## config.mk

```make
export PLATFORM = sky130hd
export DESIGN_NAME = clk_sel_ctrl
export DESIGN_NICKNAME = d
export VERILOG_FILES = /design/src/rtl/clk_sel_ctrl.sv
export SDC_FILE = /design/constraint.sdc
export NUM_CORES = 1
export LEC_CHECK = 0
export CORE_MARGIN = 10
export CORE_UTILIZATION = 57
export DETAILED_ROUTE_END_ITERATION = 10
export PLACE_DENSITY_LB_ADDON = 0.2
export SYNTH_ARGS = -nofsm -noshare
export SYNTH_HDL_FRONTEND = slang
export SYNTH_SLANG_ARGS = --single-unit
```

## constraint.sdc

```tcl
create_clock -name clk0 -period 2 [get_ports clk0]
set_clock_uncertainty 0.15 [all_clocks]
set_input_delay 0.6 -clock clk0 [delete_from_list [all_inputs] [get_ports clk0]]
set_output_delay 0.6 -clock clk0 [all_outputs]
set_load 0.02 [all_outputs]
```

## src/rtl/clk_sel_ctrl.sv

```systemverilog
`timescale 1ns / 1ps
// Select sequencer for the glitch-free clock mux. It checks clk1 liveness, holds select through a
// settle period and a dwell period, and falls back to clk0 when clk1 dies. Everything runs on clk0.
module clk_sel_ctrl #(
  parameter int unsigned SETTLE_CYCLES = 16,
  parameter int unsigned DWELL_CYCLES  = 32,
  parameter int unsigned ALIVE_WINDOW  = 64,
  parameter int unsigned CNT_W         = 8
) (
  input  logic clk0,
  input  logic rst_n,
  input  logic req,
  input  logic req_sel,
  input  logic clk1_tog,
  output logic select,
  output logic busy,
  output logic done,
  output logic err,
  output logic clk1_alive
);

  typedef enum logic [2:0] {
    IDLE   = 3'd0,
    CHECK  = 3'd1,
    SWITCH = 3'd2,
    SETTLE = 3'd3,
    DWELL  = 3'd4
  } state_e;

  localparam logic [CNT_W-1:0] SETTLE_LOAD = CNT_W'(SETTLE_CYCLES - 1);
  localparam logic [CNT_W-1:0] DWELL_LOAD  = CNT_W'(DWELL_CYCLES - 1);
  localparam logic [CNT_W-1:0] ALIVE_MAX   = CNT_W'(ALIVE_WINDOW);

  state_e           state_q, state_d;
  logic [CNT_W-1:0] cnt_q, cnt_d;
  logic [CNT_W-1:0] acnt_q, acnt_d;
  logic [2:0]       tog_sync_q;
  logic             select_q, select_d;
  logic             tgt_q, tgt_d;
  logic             fb_q, fb_d;
  logic             done_q, done_d;
  logic             err_q, err_d;
  logic             tog_edge;

  // Two flops resynchronize clk1_tog; the third one only delays it for edge detection.
  assign tog_edge   = tog_sync_q[1] ^ tog_sync_q[2];
  assign clk1_alive = (acnt_q < ALIVE_MAX);

  always_comb begin
    acnt_d = acnt_q;
    if (tog_edge)                acnt_d = '0;
    else if (acnt_q < ALIVE_MAX) acnt_d = acnt_q + CNT_W'(1);
  end

  // NOTE: every output of this block gets a default before the case, so no path leaves a latch.
  always_comb begin
    state_d  = state_q;
    cnt_d    = cnt_q;
    select_d = select_q;
    tgt_d    = tgt_q;
    fb_d     = fb_q;
    done_d   = 1'b0;
    err_d    = 1'b0;
    unique case (state_q)
      IDLE: begin
        // A dead clk1 under select forces a return to clk0 and drops any request in this cycle.
        if (select_q && !clk1_alive) begin
          err_d   = 1'b1;
          tgt_d   = 1'b0;
          fb_d    = 1'b1;
          state_d = SWITCH;
        end else if (req) begin
          if (req_sel == select_q) begin
            done_d = 1'b1;
          end else begin
            tgt_d   = req_sel;
            state_d = req_sel ? CHECK : SWITCH;
          end
        end
      end
      CHECK: begin
        if (clk1_alive) begin
          state_d = SWITCH;
        end else begin
          err_d   = 1'b1;
          state_d = IDLE;
        end
      end
      SWITCH: begin
        select_d = tgt_q;
        cnt_d    = SETTLE_LOAD;
        state_d  = SETTLE;
      end
      SETTLE: begin
        if (cnt_q == '0) begin
          cnt_d   = DWELL_LOAD;
          done_d  = !fb_q;
          fb_d    = 1'b0;
          state_d = DWELL;
        end else begin
          cnt_d = cnt_q - CNT_W'(1);
        end
      end
      DWELL: begin
        if (cnt_q == '0) state_d = IDLE;
        else             cnt_d   = cnt_q - CNT_W'(1);
      end
      default: state_d = IDLE;
    endcase
  end

  // NOTE: state registers use non-blocking assignments so every flop samples pre-edge values.
  always_ff @(posedge clk0 or negedge rst_n) begin
    if (!rst_n) begin
      state_q    <= IDLE;
      cnt_q      <= '0;
      acnt_q     <= ALIVE_MAX;
      tog_sync_q <= '0;
      select_q   <= 1'b0;
      tgt_q      <= 1'b0;
      fb_q       <= 1'b0;
      done_q     <= 1'b0;
      err_q      <= 1'b0;
    end else begin
      state_q    <= state_d;
      cnt_q      <= cnt_d;
      acnt_q     <= acnt_d;
      tog_sync_q <= {tog_sync_q[1:0], clk1_tog};
      select_q   <= select_d;
      tgt_q      <= tgt_d;
      fb_q       <= fb_d;
      done_q     <= done_d;
      err_q      <= err_d;
    end
  end

  assign select = select_q;
  assign busy   = (state_q != IDLE);
  assign done   = done_q;
  assign err    = err_q;

endmodule

```

==> impl_results.md, run 1 <==
- Sequential cell area: 677 um2
- CTS tree: yes
- Unique cell type count in the Yosys netlist: 48
- Yosys top cell area share: 44.8%
- Setup slack at placement: -0.0787 ns
- Leak Pwr: 0.778 nW
- Drt drc: 0
- Global-route wire length before repair: 5.38 mm
- Syn_nets: 157
- Min cycle time layout: 2.00 ns
- Post-Syn Instances: 149
- Port buffer count: 9
- Largest net degree at the start of global routing: 28
- Initial DRT Pass Iterations: 4
- Gr usage total: 12.9%
- Worst R2R Start: state_q[1]
- Pins Over Slew Limit: 0
- Dominant cell type by area after synthesis: dfrtp_1
- Share of cells above drive strength 1: 17.9%
- Routed via count: 1,226
- Post-synthesis cell area: 0.00145 mm2
- Main area contributors after synthesis: dfrtp_1, nor2_1, xor2_1
- Critical path arrival: 1.25 ns
- Initial antenna violation count: 0
- Buf/Inv on CP: 2
- Syn Area/Cell: 9.75 um2
- Post-route ant nets: 0
- Layout Nets: 182
- Count of final setup violators: 1
- Min-delay src: tog_sync_q[0]
- Sequential element share of the synthesized area: 46.6%
- WS Path Type: register to primary output
- Initial Util: 59.2%
- Die width: 70.5 um
- Number of warnings issued by yosys: 0
- Worst path slowest cell: dfrtp_1
- Setup TNS: -0.00355 ns
- Synth Register Bits: 27
- Clock transition at path regs: 0.15 ns
- Max_slew headroom: 60.1%
- Failing checks: negative setup slack
- Footprint of the multi-input gates: 738 um2
- DP Wirelength: 2.31 mm
- WHS Path Cells: 0
- Element type at the critical path end: primary output
- Slew @ Worst Pin: 0.596 ns
- FF-to-FF End: cnt_q[7]
- Worst setup SP type: register
- Final Cycle Share: 100%
- Antenna cells: 0
- Die Height: 70.5 um
- Final wirelength: 3.26 mm
- Clk_lat worst skew: 0.33 ns
- Peak supply drop: 0.000448 V
- Num CTS Buffers: 3
- Gr ovfl total: 0
- Cell family with most CP delay: flip-flops
- DRT iter0 DRCs: 123
- Sink Count: 27
- Crit-path max cell delay: 0.43 ns
- Clock root buffer: clkbuf_4
- Pwr/cell area: 504 mW/mm2
- CP cell instances: nor3_2, inv_1, buf_6
- HP Class: register to register
- Vias in the first global route: 1,193
- Per-cell routed wire length: 16.0 um
- Area Overhead vs Synth: 18.3%
- Logic depth of the worst register-to-register path: 5
- Crit-path max FO: 2
- Final Hold Viols: 0
- Io pins: 10
- R2R Setup Slk: 0.08 ns
- Max cap viols: 0
- Worst setup margin: -0.00355 ns
- Post-synth EDFFs: 0
- Synth Flop Type: dfrtp_1
- Post-synth top cells: dfrtp_1, nor2_1, nand2_1, inv_1
- Status: complete, but fails checks
- # rows: 18
- # H-tree levels: 1
- Hold buffers post-CTS: 0
- Fillers: 189
- Fmax: 0.499 GHz
- Detail-routed via count per cell: 6.04
- PnR Total Power: 866 uW
- Async SR Flop Fraction: 100%
- Hold-critical path endpoint: tog_sync_q[1]
- Top-count cell post-synth: dfrtp_1
- Core area: 0.00245 mm2
- Req. time, crit path: 1.25 ns
- Die area: 0.00497 mm2
- Longest Clk Path Bufs: 2
- Finished layout cell area: 0.00172 mm2
- Gpl congestion: 0.883
- Placement-stage cell area: 0.00165 mm2
==> routing by layer <==
metal  share of wire [%]  track usage [%]  up-vias  routed length [um]
met1                  43             15.3      594                1420
met4                 1.8             6.14        0                  59
met5                   0                0        -                   0
li1                    -                -      596                   -
met2                  51             21.7       30                1650
met3                 4.0             2.40        6                 131
==> final cells by class <==
| cell class | count | area share, % |
|---|---|---|
| well taps | 30 | 2.18 |
| inverters | 9 | 1.97 |
| clock buffers | 3 | 1.31 |
| multi-input cells | 108 | 42.9 |
| flip-flops and latches | 27 | 39.4 |
| clock inverters | 1 | 0.437 |
| repair buffers | 25 | 11.8 |
==> sequential cells by signal (all words and copies together) (netlist names) <==
signal,count
acnt_q,8
cnt_q,8
done,1
err,1
fb_q,1
select,1
state_q,3
tgt_q,1
tog_sync_q,3
==> placed cells by master (no fill, tap or decap), types with 2 or more instances in the layout <==
cell type and n:
a211oi_2 2, a21oi_1 6, a31oi_1 4, a41oi_1 2, and3_1 3, and4_1 2, buf_4 16, clkbuf_4 3
clkdlybuf4s50_1 4, dfrtp_1 26, dlygate4sd2_1 3, ha_1 3, inv_1 9, nand2_1 10, nand2b_1 2, nand3_1 3
nand4_1 3, nor2_1 15, nor2b_1 3, nor3_1 5, nor3b_1 2, nor4_1 2, o21ai_0 3, o21ai_1 6
o221ai_1 3, o22ai_1 2, xnor2_1 2, xor2_1 5
==> timing repair <==
| item | 4_1_cts | 5_1_grt |
|---|---|---|
| pin swaps | 1 | 1 |
| endpoints found under the setup margin | 5 | 7 |
| buffers inserted | 1 | 3 |
| resized for setup | 11 | 6 |
==> kinds of logic (layout without fill, tap and decap cells) <==
logic type | Yosys count | in the layout | share of synthesized area [%]
buf+inv | 14 | 38 | 3.70
simple gates | 59 | 59 | 23.3
compound gates | 38 | 38 | 18.8
mux | 1 | 1 | 0.775
xor+xnor | 7 | 7 | 4.22
fa+ha+maj | 3 | 3 | 2.58
flops | 27 | 27 | 46.6
==> through the flow <==
stage	hold WS, ns	cells	utilization (%)
after CTS	0.219	200	68.7
after global routing	0.243	203	70.0
final	0.217	203	70.0
after global placement	0.182	195	67.2
after detailed placement	0.186	195	67.2
after floorplan	0.154	149	-
==> power breakdown <==
part / internal, mW / leakage [nW] / switching [mW]
registers: 0.559 / 0.359 / 0.0104
logic: 0.0220 / 0.404 / 0.0305
clock network: 0.0766 / 0.0139 / 0.167
==> worst max path at each step <==
| stage | depth (start not counted) | start | endpoint | slack [ns] |
|---|---|---|---|---|
| floorplan | 3 | state_q[0] | busy | 0.23 |
| global placement | 3 | state_q[1] | busy | -0.04 |
| detailed placement | 3 | state_q[0] | busy | -0.08 |
| CTS | 2 | acnt_q[6] | clk1_alive | 0.02 |
| global route | 3 | state_q[1] | busy | -0.03 |
| finish | 3 | state_q[1] | busy | -0.004 |
No activity file was read; power rests on OpenSTA's default activity.
==> inputs of run 2 (changes only) <==
--- a/config.mk
+++ b/config.mk
@@ -9,6 +9,7 @@
 export CORE_UTILIZATION = 57
 export DETAILED_ROUTE_END_ITERATION = 10
 export PLACE_DENSITY_LB_ADDON = 0.2
+export REMOVE_ABC_BUFFERS = 1
 export SYNTH_ARGS = -nofsm -noshare
 export SYNTH_HDL_FRONTEND = slang
 export SYNTH_SLANG_ARGS = --single-unit
==> run 2 against run 1 <==
Against the previous run: the run now ends clean; combinational power is 3% higher; die area did not move; sequential share of layout area increased by 0.35 points; non-clock buffer count decreased by 3; first-iteration DRC count shrank 20%; hold slack better by 0.0074 ns; worst setup slack improved by 0.084 ns; cell area decreased by 0.87%; core utilization shrank 0.61 points.
==> impl_results.md, run 2 (synthesized netlist as in run 1, its figures left out) <==
- Sink Count: 27 (unchanged)
- Vias in the first global route: 1,162 (-2.6%)
- Routed via count: 1,196 (-2.4%)
- Initial Util: 59.2% (unchanged)
- # H-tree levels: 1 (unchanged)
- Core area: 0.00245 mm2 (unchanged)
- Gpl congestion: 0.902 (+2.2%)
- Setup TNS: 0 ns (+0.00355 ns)
- Per-cell routed wire length: 14.8 um (-7.9%)
- RSZ-0062 raised after global routing: true
- Worst setup SP type: register
- Max_slew headroom: 64.3% (+4.2 points)
- Clock root buffer: clkbuf_4
- CP cell instances: nor3_2, inv_1, buf_6
- Die area: 0.00497 mm2 (unchanged)
- Final Hold Viols: 0 (unchanged)
- Status: complete, no violations
- Req. time, crit path: 1.25 ns (about the same)
- PnR Total Power: 867 uW (+0.11%)
- Max cap viols: 0 (unchanged)
- Worst setup margin: 0.0803 ns (+0.0839 ns)
- Num CTS Buffers: 3 (unchanged)
- Top flop regs: acnt_q (8), cnt_q (8)
- Antenna cells: 0 (unchanged)
- Post-route ant nets: 0 (unchanged)
- Largest net degree at the start of global routing: 28 (unchanged)
- Inst Count DP: 195 (unchanged)
- Element type at the critical path end: primary output
- Final wirelength: 2.96 mm (-9.2%)
- Die width: 70.5 um (unchanged)
- Pwr/cell area: 509 mW/mm2 (+0.99%)
- Worst setup path start: state_q[1]
- Global-route wire length before repair: 5.04 mm (-6.2%)
- Longest Clk Path Bufs: 2 (unchanged)
- Leak Pwr: 0.765 nW (-1.6%)
- Gr ovfl total: 0 (unchanged)
- Initial DRT Pass Iterations: 4 (unchanged)
- Detail-routed via count per cell: 5.98 (-0.98%)
- Commonest non-fill, non-tap cell in the layout: dfrtp_1
- Crit-path max cell delay: 0.42 ns (about the same)
- Worst path slowest cell: dfrtp_1
- Area Overhead vs Synth: 17.3%
- HP Class: register to register
- Gr usage total: 11.9% (-1.0 points)
- WS Path Type: register to primary output
- Clock transition at path regs: 0.15 ns (about the same)
- Buf/Inv on CP: 2 (unchanged)
- Crit-path max FO: 2 (unchanged)
- Min cycle time layout: 1.92 ns (-0.0839 ns)
- Critical path arrival: 1.17 ns (-0.08 ns)
- Min-delay src: tog_sync_q[0]
- # rows: 18 (unchanged)
- Worst hold slack: 0.224 ns (+0.00739 ns)
- Slew @ Worst Pin: 0.534 ns (-0.0628 ns)
- Initial antenna violation count: 0 (unchanged)
- Die Height: 70.5 um (unchanged)
- Port buffer count: 9 (unchanged)
- Clk_lat worst skew: 0.33 ns (about the same)
- Drt drc: 0 (unchanged)
- Peak supply drop: 0.000427 V (-4.7%)
- Pins Over Slew Limit: 0 (unchanged)
- Final Cycle Share: 96.0% (-4.2 points)
- Fmax: 0.521 GHz (+4.4%)
- Commonest non-fill, non-tap cells in the layout: dfrtp_1, nor2_1, buf_4
- Setup slack at placement: -0.0722 ns (+0.00652 ns)
- DRT iter0 DRCs: 99 (-20%)
- Hold buffers post-CTS: 0 (unchanged)
- Share of cells above drive strength 1: 15.9% (-2.0 points)
- DP Wirelength: 2.18 mm (-5.5%)
- Layout Nets: 179 (-1.6%)
- Io pins: 10 (unchanged)
- Count of final setup violators: 0 (-1)
- Cell family with most CP delay: flip-flops
- CTS tree: yes
- Worst R2R Start: state_q[1]
- Final Non-Filler Cells: 200 (-1.5%)
==> run 2: cell count changes in the layout (fill, tap and decap cells not counted) <==
cell,delta
buf_12,+1
buf_4,-4
a211oi_2,-1
a211oi_1,+1
==> run 2: where the power goes <==
part	internal (mW)	leakage (nW)	switching (mW)	total [mW]
Clock	0.0766	0.0139	0.167	0.244
Combinational	0.0246	0.392	0.0294	0.0540
Sequential	0.559	0.359	0.0101	0.569
Total	0.660	0.765	0.206	0.867
==> run 2: final cells by class <==
type                            count  area (um2)
Sequential cell                    27         677
Clock buffer                        3        22.5
Timing Repair Buffer               22         193
Clock inverter                      1        7.51
Fill cell                         202         751
Multi-Input combinational cell    108         733
Inverter                            9        33.8
Tap cell                           30        37.5
==> run 2: stage by stage <==
step | cell area (um2) | utilization (%)
after floorplan | 1430 | -
after global placement | 1660 | 67.7
after detailed placement | 1660 | 67.7
after CTS | 1700 | 69.2
after global routing | 1700 | 69.4
final | 1700 | 69.4
==> run 2: layer usage <==
layer	up-vias	global-route usage (%)	routed length [um]
met5	-	0	0
met2	28	21.1	1420
met4	0	3.95	36
met1	574	13.6	1360
met3	4	2.54	140
li1	590	-	-
==> run 2: final timing paths <==
check | to | slack (ns) | cells after the start
worst max-delay path | busy | 0.08 | 3
worst min register to register | tog_sync_q[1] | 0.22 | 0
worst max register to register | cnt_q[7] | 0.10 | 5
worst min-delay path | tog_sync_q[1] | 0.22 | 0
min in group asynchronous | acnt_q[3] | 0.46 | 2
max in group asynchronous | acnt_q[6] | 1.02 | 2
==> run 2: timing repair <==
action / CTS / global route
pin swaps: 1 / 1
setup endpoints to repair: 5 / 4
endpoints found under the hold margin: 0 / 0
buffers inserted: 1 / 0
resized for setup: 11 / 5
==> inputs of run 3 (changes only) <==
--- a/config.mk
+++ b/config.mk
@@ -6,8 +6,9 @@
 export NUM_CORES = 1
 export LEC_CHECK = 0
 export CORE_MARGIN = 10
-export CORE_UTILIZATION = 57
+export CORE_UTILIZATION = 43
 export DETAILED_ROUTE_END_ITERATION = 10
+export MAX_ROUTING_LAYER = met4
 export PLACE_DENSITY_LB_ADDON = 0.2
 export REMOVE_ABC_BUFFERS = 1
 export SYNTH_ARGS = -nofsm -noshare
==> run 3 against run 2 <==
Against the previous run: clock power is essentially flat; largest cell class unchanged; power fell by 0.14%; global-route usage decreased by 0.46 points; combinational power about the same; register-to-register slack got worse by 0.04 ns; hold slack better by 0.0032 ns.
==> impl_results.md, run 3 (synthesized netlist as in run 1, its figures left out) <==
- WS Path Type: register to primary output
- Worst setup SP type: register
- Share of cells above drive strength 1: 17.0% (+1.1 points)
- Clock transition at path regs: 0.15 ns (about the same)
- Sink Count: 27 (unchanged)
- Io pins: 10 (unchanged)
- Initial Util: 43.9% (-15 points)
- Per-cell routed wire length: 14.5 um (-2.0%)
- Die area: 0.00610 mm2 (+23%)
- Largest net degree at the start of global routing: 17 (-39%)
- CTS tree: yes
- Finished layout cell area: 0.00173 mm2 (+1.2%)
- WHS Path Cells: 0 (unchanged)
- Layout Nets: 180 (+0.56%)
- Die width: 78.1 um (+11%)
- Min-delay src: tog_sync_q[0]
- Sequential share of power: 65.7% (about the same)
- Final wirelength: 3.14 mm (+6.3%)
- DP Wirelength: 2.33 mm (+6.9%)
- Worst setup margin: 0.0130 ns (-0.0673 ns)
- Pins Over Slew Limit: 0 (unchanged)
- RSZ-0062 raised after global routing: true
- Clock power frac: 28.0% (about the same)
- # H-tree levels: 1 (unchanged)
- Switching Share: 23.7% (-0.077 points)
- Placement-stage cell area: 0.00167 mm2 (+0.45%)
- Fmax: 0.503 GHz (-3.4%)
- Core area: 0.00331 mm2 (+35%)
- Setup slack at placement: -0.0705 ns (+0.00173 ns)
- Req. time, crit path: 1.25 ns (about the same)
- Gr usage total: 11.4% (-0.46 points)
- Initial DRT Pass Iterations: 4 (unchanged)
- Slew @ Worst Pin: 0.638 ns (+0.104 ns)
- Top flop regs: acnt_q (8), cnt_q (8)
- # rows: 21 (+3)
- Area Overhead vs Synth: 18.8%
- FF-to-FF End: cnt_q[3]
- Hold-critical path endpoint: tog_sync_q[1]
- Commonest non-fill, non-tap cell in the layout: dfrtp_1
- Crit-path max FO: 3 (+1)
- Min cycle time layout: 1.99 ns (+0.0673 ns)
- Logic depth of the worst register-to-register path: 6 (+1)
- Drt drc: 0 (unchanged)
- Commonest non-fill, non-tap cells in the layout: dfrtp_1, nor2_1, buf_4
- Initial antenna violation count: 0 (unchanged)
- Status: complete, no violations
- Leak Pwr: 0.768 nW (+0.33%)
- Post-route ant nets: 0 (unchanged)
- Peak supply drop: 0.000380 V (-11%)
- Num CTS Buffers: 3 (unchanged)
- Footprint of the multi-input gates: 739 um2 (+0.85%)
- Worst R2R Start: state_q[1]
- Longest Clk Path Bufs: 2 (unchanged)
- Die Height: 78.1 um (+11%)
- Pwr/cell area: 502 mW/mm2 (-1.4%)
- Combinational Power Share: 6.3% (about the same)
- Port buffer count: 9 (unchanged)
- Element type at the critical path end: primary output
- HP Class: register to register
- Final Cycle Share: 99.3% (+3.4 points)
- Fillers: 339 (+68%)
- Max cap viols: 0 (unchanged)
- Count of final setup violators: 0 (unchanged)
- P_sw: 206 uW (-0.47%)
- Critical path arrival: 1.24 ns (+0.07 ns)
- Gpl congestion: 0.863 (-4.3%)
- Max_slew headroom: 57.3% (-7.0 points)
- Power Internal: 660 uW (about the same)
- Sequential cell area: 677 um2 (unchanged)
- Clk_lat worst skew: 0.33 ns (about the same)
- Gr ovfl total: 0 (unchanged)
- Routed via count: 1,219 (+1.9%)
- Detail-routed via count per cell: 5.62 (-6.1%)
- Worst setup path start: state_q[1]
- DRT iter0 DRCs: 78 (-21%)
- Antenna cells: 0 (unchanged)
- Vias in the first global route: 1,255 (+8.0%)
- R2R Setup Slk: 0.06 ns (-0.04 ns)
- Clock root buffer: clkbuf_4
- Global-route wire length before repair: 5.67 mm (+12%)
- Final Hold Viols: 0 (unchanged)
[run 3: cell count changes in the layout (fill, tap and decap cells not counted)]
cell | before | now
and2_1 | 1 | 0
buf_4 | 12 | 14
nor4bb_2 | 0 | 1
nor4bb_1 | 1 | 0
buf_12 | 1 | 0
and2_0 | 0 | 1
[run 3: layout make-up]
cell class / count / area share, %
clock inverter: 1 / 0.435
clock buffer: 3 / 1.31
tap: 46 / 3.34
timing repair buffer: 23 / 10.9
multi-input combinational: 108 / 42.9
inverter: 9 / 1.96
sequential: 27 / 39.2
[run 3: metrics by stage]
stage	std cells	power (mW)	setup TNS (ns)	hold WS (ns)	utilization, %
detailed placement	211	0.634	-0.0771	0.193	50.5
global placement	211	0.632	-0.0590	0.191	50.5
CTS	215	0.878	0	0.235	51.3
global route	217	0.914	-0.0611	0.249	52.1
floorplan	144	0.601	0	0.154	-
finish	217	0.865	0	0.228	52.1
[run 3: worst max-delay path, stage by stage, from the launching register on]
cell and delay, ns:
dfrtp_1 0.43, nor3_2 0.24, inv_1 0.10, buf_6 0.14
[run 3: worst max path at each step]
stage	endpoint	slack [ns]	depth (start not counted)
6_report	busy	0.01	3
2_1_floorplan	state_q[1]	0.10	4
5_1_grt	busy	-0.06	3
3_5_place_dp	busy	-0.07	3
3_3_place_gp	busy	-0.06	3
4_1_cts	busy	0.01	3
[run 3: routing by layer]
metal	share of wire (%)	track usage [%]
met1	44	13.2
met2	51	18.8
met3	3.5	3.30
met4	1.4	3.41
met5	0	-
[run 3: power groups by stage]
| stage | combinational [mW] | sequential [mW] | clock (mW) |
|---|---|---|---|
| 2_1_floorplan | 0.0243 | 0.577 | 0 |
| 3_3_place_gp | 0.0535 | 0.579 | 0 |
| 3_5_place_dp | 0.0549 | 0.579 | 0 |
| 4_1_cts | 0.0552 | 0.569 | 0.254 |
| 5_1_grt | 0.0636 | 0.570 | 0.280 |
| 6_report | 0.0542 | 0.569 | 0.243 |
[run 3: repair_timing]
action / CTS / global route
buffers inserted: 0 / 2
resized for setup: 11 / 5
setup endpoints to repair: 5 / 5
hold buffers: 0 / 0
pin swaps: 1 / 4
